## src/rtl/division_sequencer.sv

```systemverilog
// Operand FIFO, divider issue sequencer and single-entry result register.
// Divide-by-zero is answered locally without starting the divider.
module division_sequencer #(
  parameter int WIDTH       = 32,
  parameter int DIV_LATENCY = 34,
  parameter int FIFO_DEPTH  = 4
) (
  input  logic             clock,
  input  logic             reset,
  input  logic             in_valid,
  output logic             in_ready,
  input  logic [WIDTH-1:0] in_a,
  input  logic [WIDTH-1:0] in_b,
  output logic             div_start,
  output logic [WIDTH-1:0] div_a,
  output logic [WIDTH-1:0] div_b,
  input  logic [WIDTH-1:0] div_q,
  input  logic [WIDTH-1:0] div_r,
  output logic             out_valid,
  input  logic             out_ready,
  output logic [WIDTH-1:0] out_q,
  output logic [WIDTH-1:0] out_r,
  output logic             out_divzero,
  output logic             busy
);

  localparam int AW = (FIFO_DEPTH > 1) ? $clog2(FIFO_DEPTH) : 1;
  localparam int CW = (DIV_LATENCY > 1) ? $clog2(DIV_LATENCY) : 1;
  localparam logic [CW-1:0] CNT_INIT = CW'(DIV_LATENCY - 1);
  localparam logic [AW:0] DEPTH_C = (AW + 1)'(FIFO_DEPTH);

  typedef enum logic [1:0] {
    S_IDLE,
    S_ISSUE,
    S_WAIT
  } state_e;

  // FIFO storage and pointers
  logic [WIDTH-1:0] mem_a_q [FIFO_DEPTH];
  logic [WIDTH-1:0] mem_b_q [FIFO_DEPTH];
  logic [AW-1:0]    wr_q, wr_d;
  logic [AW-1:0]    rd_q, rd_d;
  logic [AW:0]      fcnt_q, fcnt_d;
  logic             full, empty;
  logic             push, pop;
  logic [WIDTH-1:0] head_a, head_b;

  // Sequencer state and registered outputs
  state_e           state_q, state_d;
  logic [CW-1:0]    lcnt_q, lcnt_d;
  logic             start_q, start_d;
  logic [WIDTH-1:0] diva_q, diva_d;
  logic [WIDTH-1:0] divb_q, divb_d;
  logic             ov_q, ov_d;
  logic [WIDTH-1:0] oq_q, oq_d;
  logic [WIDTH-1:0] or_q, or_d;
  logic             dz_q, dz_d;

  assign full   = (fcnt_q == DEPTH_C);
  assign empty  = (fcnt_q == '0);
  assign push   = in_valid && !full;
  assign head_a = mem_a_q[rd_q];
  assign head_b = mem_b_q[rd_q];

  // Operand storage; contents need no reset, only pointers do
  always_ff @(posedge clock) begin
    if (push) begin
      mem_a_q[wr_q] <= in_a;
      mem_b_q[wr_q] <= in_b;
    end
  end

  // Pointer and occupancy update; wrap is free for power-of-two depth
  always_comb begin
    wr_d   = wr_q;
    rd_d   = rd_q;
    fcnt_d = fcnt_q;
    if (push) wr_d = wr_q + AW'(1);
    if (pop)  rd_d = rd_q + AW'(1);
    unique case ({push, pop})
      2'b10:   fcnt_d = fcnt_q + (AW + 1)'(1);
      2'b01:   fcnt_d = fcnt_q - (AW + 1)'(1);
      default: fcnt_d = fcnt_q;
    endcase
  end

  // Issue/wait sequencing and result capture
  always_comb begin
    state_d = state_q;
    lcnt_d  = lcnt_q;
    start_d = 1'b0;
    diva_d  = diva_q;
    divb_d  = divb_q;
    ov_d    = ov_q && !out_ready;
    oq_d    = oq_q;
    or_d    = or_q;
    dz_d    = dz_q;
    pop     = 1'b0;
    unique case (state_q)
      S_IDLE: begin
        if (!empty && !ov_q) begin
          pop    = 1'b1;
          diva_d = head_a;
          divb_d = head_b;
          if (head_b == '0) begin
            oq_d = '1;
            or_d = head_a;
            dz_d = 1'b1;
            ov_d = 1'b1;
          end else begin
            start_d = 1'b1;
            state_d = S_ISSUE;
          end
        end
      end
      S_ISSUE: begin
        lcnt_d  = CNT_INIT;
        state_d = S_WAIT;
      end
      S_WAIT: begin
        if (lcnt_q == '0) begin
          oq_d    = div_q;
          or_d    = div_r;
          dz_d    = 1'b0;
          ov_d    = 1'b1;
          state_d = S_IDLE;
        end else begin
          lcnt_d = lcnt_q - CW'(1);
        end
      end
      default: state_d = S_IDLE;
    endcase
  end

  // State register; reset aborts any divider work in flight
  always_ff @(posedge clock) begin
    if (reset) begin
      wr_q    <= '0;
      rd_q    <= '0;
      fcnt_q  <= '0;
      state_q <= S_IDLE;
      lcnt_q  <= '0;
      start_q <= 1'b0;
      diva_q  <= '0;
      divb_q  <= '0;
      ov_q    <= 1'b0;
      oq_q    <= '0;
      or_q    <= '0;
      dz_q    <= 1'b0;
    end else begin
      wr_q    <= wr_d;
      rd_q    <= rd_d;
      fcnt_q  <= fcnt_d;
      state_q <= state_d;
      lcnt_q  <= lcnt_d;
      start_q <= start_d;
      diva_q  <= diva_d;
      divb_q  <= divb_d;
      ov_q    <= ov_d;
      oq_q    <= oq_d;
      or_q    <= or_d;
      dz_q    <= dz_d;
    end
  end

  assign in_ready    = !full;
  assign div_start   = start_q;
  assign div_a       = diva_q;
  assign div_b       = divb_q;
  assign out_valid   = ov_q;
  assign out_q       = oq_q;
  assign out_r       = or_q;
  assign out_divzero = dz_q;
  assign busy        = !empty || (state_q != S_IDLE) || ov_q;

endmodule

```

## config.mk

```make
export PLATFORM = sky130hd
export DESIGN_NAME = division_sequencer
export DESIGN_NICKNAME = d
export VERILOG_FILES = /design/src/rtl/division_sequencer.sv
export SDC_FILE = /design/constraint.sdc
export NUM_CORES = 1
export LEC_CHECK = 0
export ABC_AREA = 1
export CAP_MARGIN = 20
export CELL_PAD_IN_SITES_DETAIL_PLACEMENT = 1
export CELL_PAD_IN_SITES_GLOBAL_PLACEMENT = 2
export CORE_ASPECT_RATIO = 2
export CORE_MARGIN = 2
export CORE_UTILIZATION = 36
export CTS_CLUSTER_DIAMETER = 30
export DETAILED_ROUTE_END_ITERATION = 12
export GPL_TIMING_DRIVEN = 0
export HOLD_SLACK_MARGIN = 0.06
export PLACE_DENSITY = 0.92
export SYNTH_ARGS = -nofsm -noshare
export SYNTH_HDL_FRONTEND = slang
export SYNTH_SLANG_ARGS = --single-unit
```

## constraint.sdc

```tcl
create_clock -name clock -period 7.7 [get_ports clock]
set_clock_uncertainty 0.05 [all_clocks]
set_input_delay 0.77 -clock clock [delete_from_list [all_inputs] [get_ports clock]]
set_output_delay 0.77 -clock clock [all_outputs]
set_load 0.01 [all_outputs]
```

Word level (Yosys, flattened, before mapping):

Memory sizes are Yosys's and may differ from the RTL's. A register that Yosys moved wholly into a read port is not among the register bits.
Cells that the tools add are included.

* memories: 2
* flip-flop bits (word level): 146
* output and inout port bits: 133
* bits of input ports: 132
* RAM bits: 256
* logic and storage cells: 85

Memory list
* mem_a_q: depth 4, width 32, rd ports 1, clocked after Yosys merged registers in 1, write ports 1, RTL line 39 `logic [WIDTH-1:0] mem_a_q [FIFO_DEPTH];`
* mem_b_q: depth 4, width 32, rd ports 1, clocked after Yosys merged registers in 1, write ports 1, RTL line 40 `logic [WIDTH-1:0] mem_b_q [FIFO_DEPTH];`

* bitwise gates (word level): 2
* muxes and demuxes: 32
* add/sub/neg operators: 5
* eq/ne operators: 10
* reduce and logical (&&, ||, !) cells: 22

Operator list (count)
* 2-to-1 mux 32 bit: 6
* one-hot mux 32 bit (2 select lines): 2
* logical NOT 32 bit: 1
* 2-to-1 mux 2 bit: 7
* one-hot mux 6 bit (2 select lines): 1
* 2-to-1 mux 1 bit: 11
* inequality test 2 bit, second input constant: 5
* nonzero test 2 bit: 4
* logical NOT 6 bit: 1
* 2-to-1 mux 6 bit: 1
* one-hot mux 2 bit (3 select lines): 1
* one-hot mux 3 bit (2 select lines): 1
* subtractor 6 x 1 -> 6 bit, second input constant: 1
* adder 2 x 1 -> 2 bit, second input constant: 2
* == test 2 x 1 -> 1 bit, second input constant: 2
* == test 2 bit, second input constant: 2
* logical NOT 1 bit: 4
* one-hot mux 1 bit (2 select lines): 2
* AND reduction 2 bit: 2
* AND reduction 4 bit: 1
* adder 3 x 1 -> 3 bit, second input constant: 1
* == test 3 bit, second input constant: 1
* logical AND 1 bit: 3
* logical NOT 3 bit: 1
* 6 further kinds: 8

Longest topological paths before layout:

Gate-level depths: netlist of run 1.

* depth in word-level cells: 7
* mapped depth: 17

Least setup slack after synthesis of run 1:

Ideal clock, no wire load.

* kind: input to register
* start: input port in_valid
* end: memory mem_a_q[0][0] (enable)
* arrival time: 3623 ps
* required time: 7163 ps
* path slack: 3540 ps
* cell stages on the path: 2
* path through: nand2_1 > nor2_1

* cells in the longest elaborated chain, start to end: 3

Ends and longest elaborated chain
* start: declaration: RTL line 10 `input logic in_valid,`
* logical AND 1 bit: RTL line 61 `assign push = in_valid && !full;`
* 2-to-1 mux 1 bit: RTL line 67 `if (push) begin`
* 2-to-1 mux 1 bit (implied by the code): RTL line 68 `mem_a_q[wr_q] <= in_a;`
* end: declaration: RTL line 39

Every way passes these cells.

Worst setup path after layout of run 1:

* start: register fcnt_q[1]
* end: register fcnt_q[2]

* cells in the longest elaborated chain, start to end: 7
* elaborated cells on any way between the ends: 14
* those cells by class: add/sub: 2; eq/ne: 3; mux: 3; reduce/logical: 6

Ends and longest elaborated chain
* start: declaration: RTL line 43 `logic [AW:0] fcnt_q, fcnt_d;`
* start signal: assignment: RTL line 153 `fcnt_q <= fcnt_d;`
* logical NOT 3 bit (*): RTL line 60 `assign empty = (fcnt_q == '0);`
* logical NOT 1 bit (*): RTL line 101 `if (!empty && !ov_q) begin`
* logical AND 1 bit (*): RTL line 101
* 2-to-1 mux 1 bit (*): RTL line 101
* 2-to-1 mux 1 bit (*): RTL line 99 `unique case (state_q)`
* net pop: RTL line 45 `logic push, pop;`
* == test 2 x 1 -> 1 bit / == test 2 bit (equally long branches): RTL line 80 `unique case ({push, pop})`
* one-hot mux 3 bit (2 select lines) / nonzero test 2 bit (equally long branches)

The timed path passes the listed nets; every way through them passes the cells marked *.
A chain may end at the register's enable or synchronous reset.

==> metrics.csv, run 1 <==
stage,metric,value,unit
status,status,"complete, no violations",
grt,vias in the first global route,13685,
logic_synthesis,most common cell in the synthesized netlist,nand2_1,
timing,final hold slack,0.399,ns
clocking,H-tree lvl count,2,
logic_synthesis,Synthesized Nets,1648,
timing,Slew headroom,46.2,%
floorplan,die height,297,µm
logic_synthesis,"EDFF count, synth",256,
placed_design,Area after DPL,0.0191,mm²
floorplan,starting utilization of the core area,36.4,%
power_and_ir_drop,Lkg Pwr,7.85,nW
placed_design,gpl congestion,0.822,
hold_path,HP Start,out_q[14],
critical_path,reg2reg start,fcnt_q[1],
placed_design,placed cells,2329,
grt,first-pass GRT wire length,77800,µm
power_and_ir_drop,Cell Pwr Density,395,mW/mm²
clocking,post_cts resized,0,
critical_path,CP Max Fanout,10,
layout,Syn-to-layout area delta,35.2,%
timing,Worst Tran Pin Value,0.807,ns
logic_synthesis,synth warn,0,
floorplan,Die Area,0.0448,mm²
clocking,total clock sinks,404,
hold_path,HP Class,reg -> reg,
detailed_routing,WL/cell,21.3,µm
job,Max-cap violations,0,
logic_synthesis,top cell type by total area after synthesis,edfxtp_1,
logic_synthesis,Synth async-reset ratio,0,%
timing,Sum Neg Setup Slack,0,ns
clocking,CTS Buffer Depth,3,
detailed_routing,DR iter-0 viols,473,
logic_synthesis,"FF+latch count, synth",404,
detailed_routing,ANT nets after route,0,
clocking,clock root cell,clkbuf_16,
timing,unrepaired setup endpoints after global routing,false,
detailed_routing,vias per inst,5.07,
timing,setup violators final,0,
floorplan,Die W,151,µm
detailed_routing,DR vias,12331,
grt,largest net degree at the start of global routing,28,
critical_path,reg2reg setup slack,4.08,ns
timing,Max Clk Rate,276,MHz
logic_synthesis,synth top area cells,"edfxtp_1 (50%), dfxtp_1 (19%), nand2_1 (7.6%)",
clocking,CTS tree,done,
logic_synthesis,Avg Inst Size Synth,10.3,µm²
timing,Final Cycle Share,47.1,%
grt,antenna violations before repair,12,
clocking,later-pin clock latency in the skew report,0.59,ns
detailed_routing,final WL,51900,µm
critical_path,"Worst Path Class, Setup",reg -> reg,
timing,final hold vios,0,
placed_design,Buffers on Ports,264,
layout,Post-layout nets,1979,
critical_path,R2R Path End,fcnt_q[2],
power_and_ir_drop,Worst VDD drop,0.000298,V
layout,ratio of cells with drive above 1 in the final layout,7.58,%
logic_synthesis,Netlist cell types,25,
placed_design,post-detail-place hpwl,38000,µm
power_and_ir_drop,overall power,8.28,mW
timing,minimum clock period,3.62,ns
clocking,Setup Buffers After CTS,0,
floorplan,# rows,107,
hold_path,WHS Endpoint,out_q[14],
clocking,CTS Buf Count,54,
clocking,clock-pin slew on the worst setup and hold paths,0.06,ns
layout,fin area,0.0209,mm²
logic_synthesis,top-area cell type share of the netlist area,49.7,%
logic_synthesis,Main synth FF type,edfxtp_1,
hold_path,Worst Hold Depth,2,
critical_path,WP data required,8.11,ns
logic_synthesis,Commonest cells post-synth,"nand2_1 (314), edfxtp_1 (256), o21ai_0 (184)",
logic_synthesis,cell area after synthesis,0.0155,mm²
timing,final slew viol count,0,
grt,gr ovfl total,0,
clocking,Post-CTS Hold Fix Bufs,0,
critical_path,CP Launch Type,register,
logic_synthesis,sequential-to-total area share from yosys stat,68.8,%
critical_path,Worst Setup End Kind,register,
critical_path,Worst Reg2Reg Path Length in Cells,13,
floorplan,Ports,265,
critical_path,critical path arrival,4.04,ns
layout,final cell count without fillers,2434,
detailed_routing,Detailed Routing Iterations Pass 1,4,
logic_synthesis,cell count after synthesis,1509,
floorplan,Core Area,0.0426,mm²
detailed_routing,DRC Markers,0,
grt,Total GRT Usage,23.0,%
state kept, by name, indices dropped and copies added, names as in the netlist, named ones only:
| signal | cells |
|---|---|
| out_r | 32 |
| lcnt_q | 6 |
| div_start | 1 |
| mem_b_q | 128 |
| mem_a_q | 128 |
| fcnt_q | 3 |
| div_a | 32 |
| state_q | 2 |
| out_divzero | 1 |
| div_b | 32 |
| out_valid | 1 |
| out_q | 32 |
| wr_q | 2 |
| rd_q | 2 |
area by class of cell:
| class | count | area (µm²) |
|---|---|---|
| diodes | 3 | 7.51 |
| flip-flops and latches | 404 | 10700 |
| repair buffers | 275 | 2890 |
| clock inverters | 42 | 447 |
| fillers | 4692 | 21600 |
| plain buffers | 91 | 389 |
| clock buffers | 60 | 1400 |
| multi-input cells | 899 | 4040 |
| inverters | 115 | 432 |
| well taps | 545 | 682 |
critical path, stage by stage (launching register included):
cell and delay [ns]:
dfxtp_1 0.38, nor3_1 0.08, nor2_1 0.15, inv_1 0.06, nor2_1 0.47, clkbuf_1 0.46, clkbuf_1 0.65, ha_1 0.27
inv_1 0.07, fa_1 0.38, a21oi_1 0.15, o21ai_0 0.13, o21ai_0 0.16, a21oi_1 0.05
per-stage QoR:
stage               worst slack [ns]  util (%)
CTS                             4.07      49.1
global route                    3.80      49.2
finish                          4.08      49.2
floorplan                       3.54         -
global placement               0.509      44.2
detailed placement              4.13      44.8
kinds of logic (layout without fill, tap and decap cells):
group           after synthesis  after routing  synth area share (%)
buf+inv                     206            583                  5.30
simple gates                565            565                  14.4
other cells                   0              3                     0
fa+ha+maj                     7              7                 0.614
compound gates              327            327                  10.9
flops                       404            404                  68.8
routing by layer:
layer	GRT usage [%]	up-vias	wire (µm)
li1	-	5778	-
met1	21.4	5977	17200
met2	45.5	402	29200
met3	4.43	156	2870
met4	11.6	18	2570
met5	0	-	115
power breakdown:
group          leakage (nW)  switching [mW]  total, mW  internal (mW)
Sequential             3.56           0.204       2.92           2.72
Clock                 0.891            1.07       2.53           1.46
Combinational          3.40            1.82       2.82           1.00
layout by cell type, fill, tap and decap left out, types with 3 or more instances in the layout:
cell type          n
o22ai_1           33
inv_6             14
o21ai_1            7
nor2_1           171
a21oi_1           99
ha_1               6
clkinv_8           3
buf_16             4
edfxtp_1         256
bufinv_16          3
dfxtp_1          148
nor3_1             3
clkbuf_16         55
o21ai_0          184
nand2_1          314
clkinvlp_4         5
nand3_1           69
clkdlybuf4s50_1  264
nor2_4             4
diode_2            3
inv_1            113
inv_8              9
clkbuf_1          67
buf_2             26
buf_12             7
clkinv_2           4
worst max-delay path by stage:
| stage | depth (start not counted) | endpoint | start | slack, ns |
|---|---|---|---|---|
| 2_1_floorplan | 2 | mem_a_q[0][0] | in_valid | 3.54 |
| 3_3_place_gp | 3 | mem_b_q[1][27] | in_valid | 0.51 |
| 3_5_place_dp | 13 | fcnt_q[2] | fcnt_q[2] | 4.13 |
| 4_1_cts | 13 | fcnt_q[2] | fcnt_q[1] | 4.07 |
| 5_1_grt | 13 | fcnt_q[2] | fcnt_q[2] | 3.80 |
| 6_report | 13 | fcnt_q[2] | fcnt_q[1] | 4.08 |
No activity file was read; power rests on OpenSTA's default activity.
==> inputs of run 2 (changes only) <==
--- a/config.mk
+++ b/config.mk
@@ -11,12 +11,12 @@
 export CELL_PAD_IN_SITES_GLOBAL_PLACEMENT = 2
 export CORE_ASPECT_RATIO = 2
 export CORE_MARGIN = 2
-export CORE_UTILIZATION = 36
+export CORE_UTILIZATION = 30
 export CTS_CLUSTER_DIAMETER = 30
 export DETAILED_ROUTE_END_ITERATION = 12
 export GPL_TIMING_DRIVEN = 0
 export HOLD_SLACK_MARGIN = 0.06
-export PLACE_DENSITY = 0.92
+export PLACE_DENSITY = 0.82
 export SYNTH_ARGS = -nofsm -noshare
 export SYNTH_HDL_FRONTEND = slang
 export SYNTH_SLANG_ARGS = --single-unit
==> constraint.sdc (replaced) <==
create_clock -name clock -period 3.1 [get_ports clock]
set_clock_uncertainty 0.05 [all_clocks]
set_input_delay 0.31 -clock clock [delete_from_list [all_inputs] [get_ports clock]]
set_output_delay 0.31 -clock clock [all_outputs]
set_load 0.01 [all_outputs]
==> run 2 against run 1 <==
- die area increased by 20%
- global-route usage decreased by 3.3 points
- setup slack got worse by 3.9 ns
- sequential share of layout area about the same
- worst hold slack got worse by 0.096 ns
- largest cell class unchanged
- highest routed layer unchanged
==> metrics.csv, run 2 (synthesized netlist as in run 1, its figures left out) <==
stage,metric,value,unit,change
status,status,"complete, no violations",,
detailed_routing,WL/cell,20.8,µm,-2.5%
job,Max-cap violations,0,,unchanged
layout,Final Core Density,41.1,%,-8.1 points
critical_path,Worst Setup End Kind,register,,
floorplan,Core Area,0.0509,mm²,+20%
layout,Reg area,0.0107,mm²,unchanged
timing,final worst-path setup slack,0.221,ns,-3.86 ns
clocking,later-pin clock latency in the skew report,0.60,ns,about the same
timing,final hold vios,0,,unchanged
detailed_routing,ANT nets after route,0,,unchanged
grt,antenna violations before repair,9,,-3
critical_path,CP max stage cell,fa_1,,
layout,Syn-to-layout area delta,35.3,%,about the same
clocking,clock root cell,clkbuf_16,,
layout,ratio of cells with drive above 1 in the final layout,7.45,%,-0.14 points
timing,Slew headroom,49.0,%,+2.8 points
timing,unrepaired setup endpoints after global routing,false,,
grt,gr ovfl total,0,,unchanged
placed_design,gpl congestion,0.802,,-2.5%
grt,Total GRT Usage,19.7,%,-3.3 points
floorplan,Ports,265,,unchanged
floorplan,starting utilization of the core area,30.4,%,-6.0 points
grt,vias in the first global route,13355,,-2.4%
clocking,total clock sinks,404,,unchanged
power_and_ir_drop,overall power,20.3,mW,+150%
critical_path,CP Max Fanout,10,,unchanged
detailed_routing,Detailed Routing Iterations Pass 1,6,,+2
critical_path,"Worst Path Class, Setup",reg -> reg,,
power_and_ir_drop,Cell Pwr Density,970,mW/mm²,+150%
clocking,Setup Buffers After CTS,0,,unchanged
clocking,CTS Buffer Depth,3,,unchanged
timing,Worst Tran Pin Value,0.765,ns,-0.0424 ns
layout,Post-layout nets,1975,,-0.20%
power_and_ir_drop,Lkg Pwr,7.78,nW,-0.81%
timing,final hold slack,0.303,ns,-0.0958 ns
layout,"most common cell after layout, fill and taps aside",nand2_1,,
clocking,CTS Buf Count,53,,-1.9%
floorplan,Die Area,0.0535,mm²,+20%
critical_path,WP data required,3.53,ns,-4.58 ns
clocking,H-tree lvl count,2,,unchanged
detailed_routing,DR vias,12110,,-1.8%
timing,final slew viol count,0,,unchanged
layout,footprint of the multi-input gates,0.00404,mm²,+0.19%
detailed_routing,vias per inst,4.77,,-5.9%
grt,largest net degree at the start of global routing,28,,unchanged
critical_path,critical path arrival,3.31,ns,-0.73 ns
critical_path,"Critical Path, Cell by Cell",nor3_1 -> nor2_1 -> inv_1 -> nor2_4 -> clkbuf_4 -> clkbuf_4 -> ha_1 -> inv_1 -> fa_1 -> a21oi_1 -> o21ai_0 -> o21ai_0 -> a21oi_1,,
placed_design,post-detail-place hpwl,39300,µm,+3.4%
timing,Max Clk Rate,347,MHz,+26%
critical_path,max incr delay on CP,0.38,ns,-0.27 ns
timing,Final Cycle Share,92.9,%,+46 points
floorplan,Die W,165,µm,+9.3%
layout,"commonest non-fill, non-tap cells in the layout","nand2_1 (314), clkdlybuf4s50_1 (264), edfxtp_1 (256)",,
floorplan,die height,325,µm,+9.4%
detailed_routing,final WL,52800,µm,+1.7%
layout,fillers,5689,,+21%
detailed_routing,DR iter-0 viols,529,,+12%
placed_design,DP Worst Slack,-0.682,ns,-4.81 ns
placed_design,Buffers on Ports,264,,unchanged
detailed_routing,DRC Markers,0,,unchanged
timing,minimum clock period,2.88,ns,-0.744 ns
critical_path,CP Launch Type,register,,
timing,setup violators final,0,,unchanged
floorplan,# rows,117,,+9.3%
grt,first-pass GRT wire length,78600,µm,+1.0%
power_and_ir_drop,Worst VDD drop,0.000496,V,+66%
layout,biggest regs,"mem_a_q: 128 flops, mem_b_q: 128 flops",,
clocking,CTS tree,done,,
clocking,clock-pin slew on the worst setup and hold paths,0.06,ns,about the same
hold_path,HP Class,in -> reg,,
run 2: timing repair:
action,CTS,global route
resized for setup,4,5
endpoints found under the hold margin,0,0
setup endpoints to repair,3,62
hold buffers,0,0
cloned,0,0
run 2: path summary, 6_finish.rpt:
kind	startpoint	to	slack (ns)	depth (start not counted)
worst max-delay path	fcnt_q[2]	fcnt_q[2]	0.22	13
worst min-delay path	in_a[29]	mem_a_q[2][29]	0.30	1
worst max register to register	fcnt_q[2]	fcnt_q[2]	0.22	13
worst min register to register	out_q[25]	out_q[25]	0.40	2
run 2: power breakdown:
group	total (mW)	switching [mW]	internal [mW]
Sequential	7.28	0.525	6.76
Combinational	7.00	4.50	2.50
Clock	6.02	2.59	3.43
Total	20.3	7.62	12.7
run 2: routing by layer:
metal,GRT usage [%],part of all wire (%)
met1,18.8,34
met2,38.5,55
met3,4.21,5.8
met4,9.77,4.7
met5,0,0.10
run 2: cell type report:
cell class              instances  share of cell area [%]
clock inverters                40                    1.92
repair buffers                272                    13.4
plain buffers                  91                    1.90
flip-flops and latches        404                    50.9
inverters                     115                    2.06
clock buffers                  59                    6.59
well taps                     654                    3.91
diodes                          5                  0.0598
multi-input cells             899                    19.3
run 2: critical path, delay by kind of cell, from the launching register on:
family	cells	cell delay, ns
flip-flops	1	0.36
AO/OA/AOI/OAI	4	0.52
adder cells (fa/ha/maj)	2	0.58
AND/OR/NAND/NOR	3	0.48
buffers and inverters	4	0.77
run 2: metrics by stage:
| step | cells | TNS (ns) | instance area, µm² |
|---|---|---|---|
| 6_report | 2539 | 0 | 20900 |
| 5_1_grt | 2539 | 0 | 20900 |
| 4_1_cts | 2534 | 0 | 20900 |
| 3_5_place_dp | 2435 | -1.39 | 19100 |
| 3_3_place_gp | 2427 | -946.03 | 18900 |
| 2_1_floorplan | 1509 | -220.50 | 15500 |
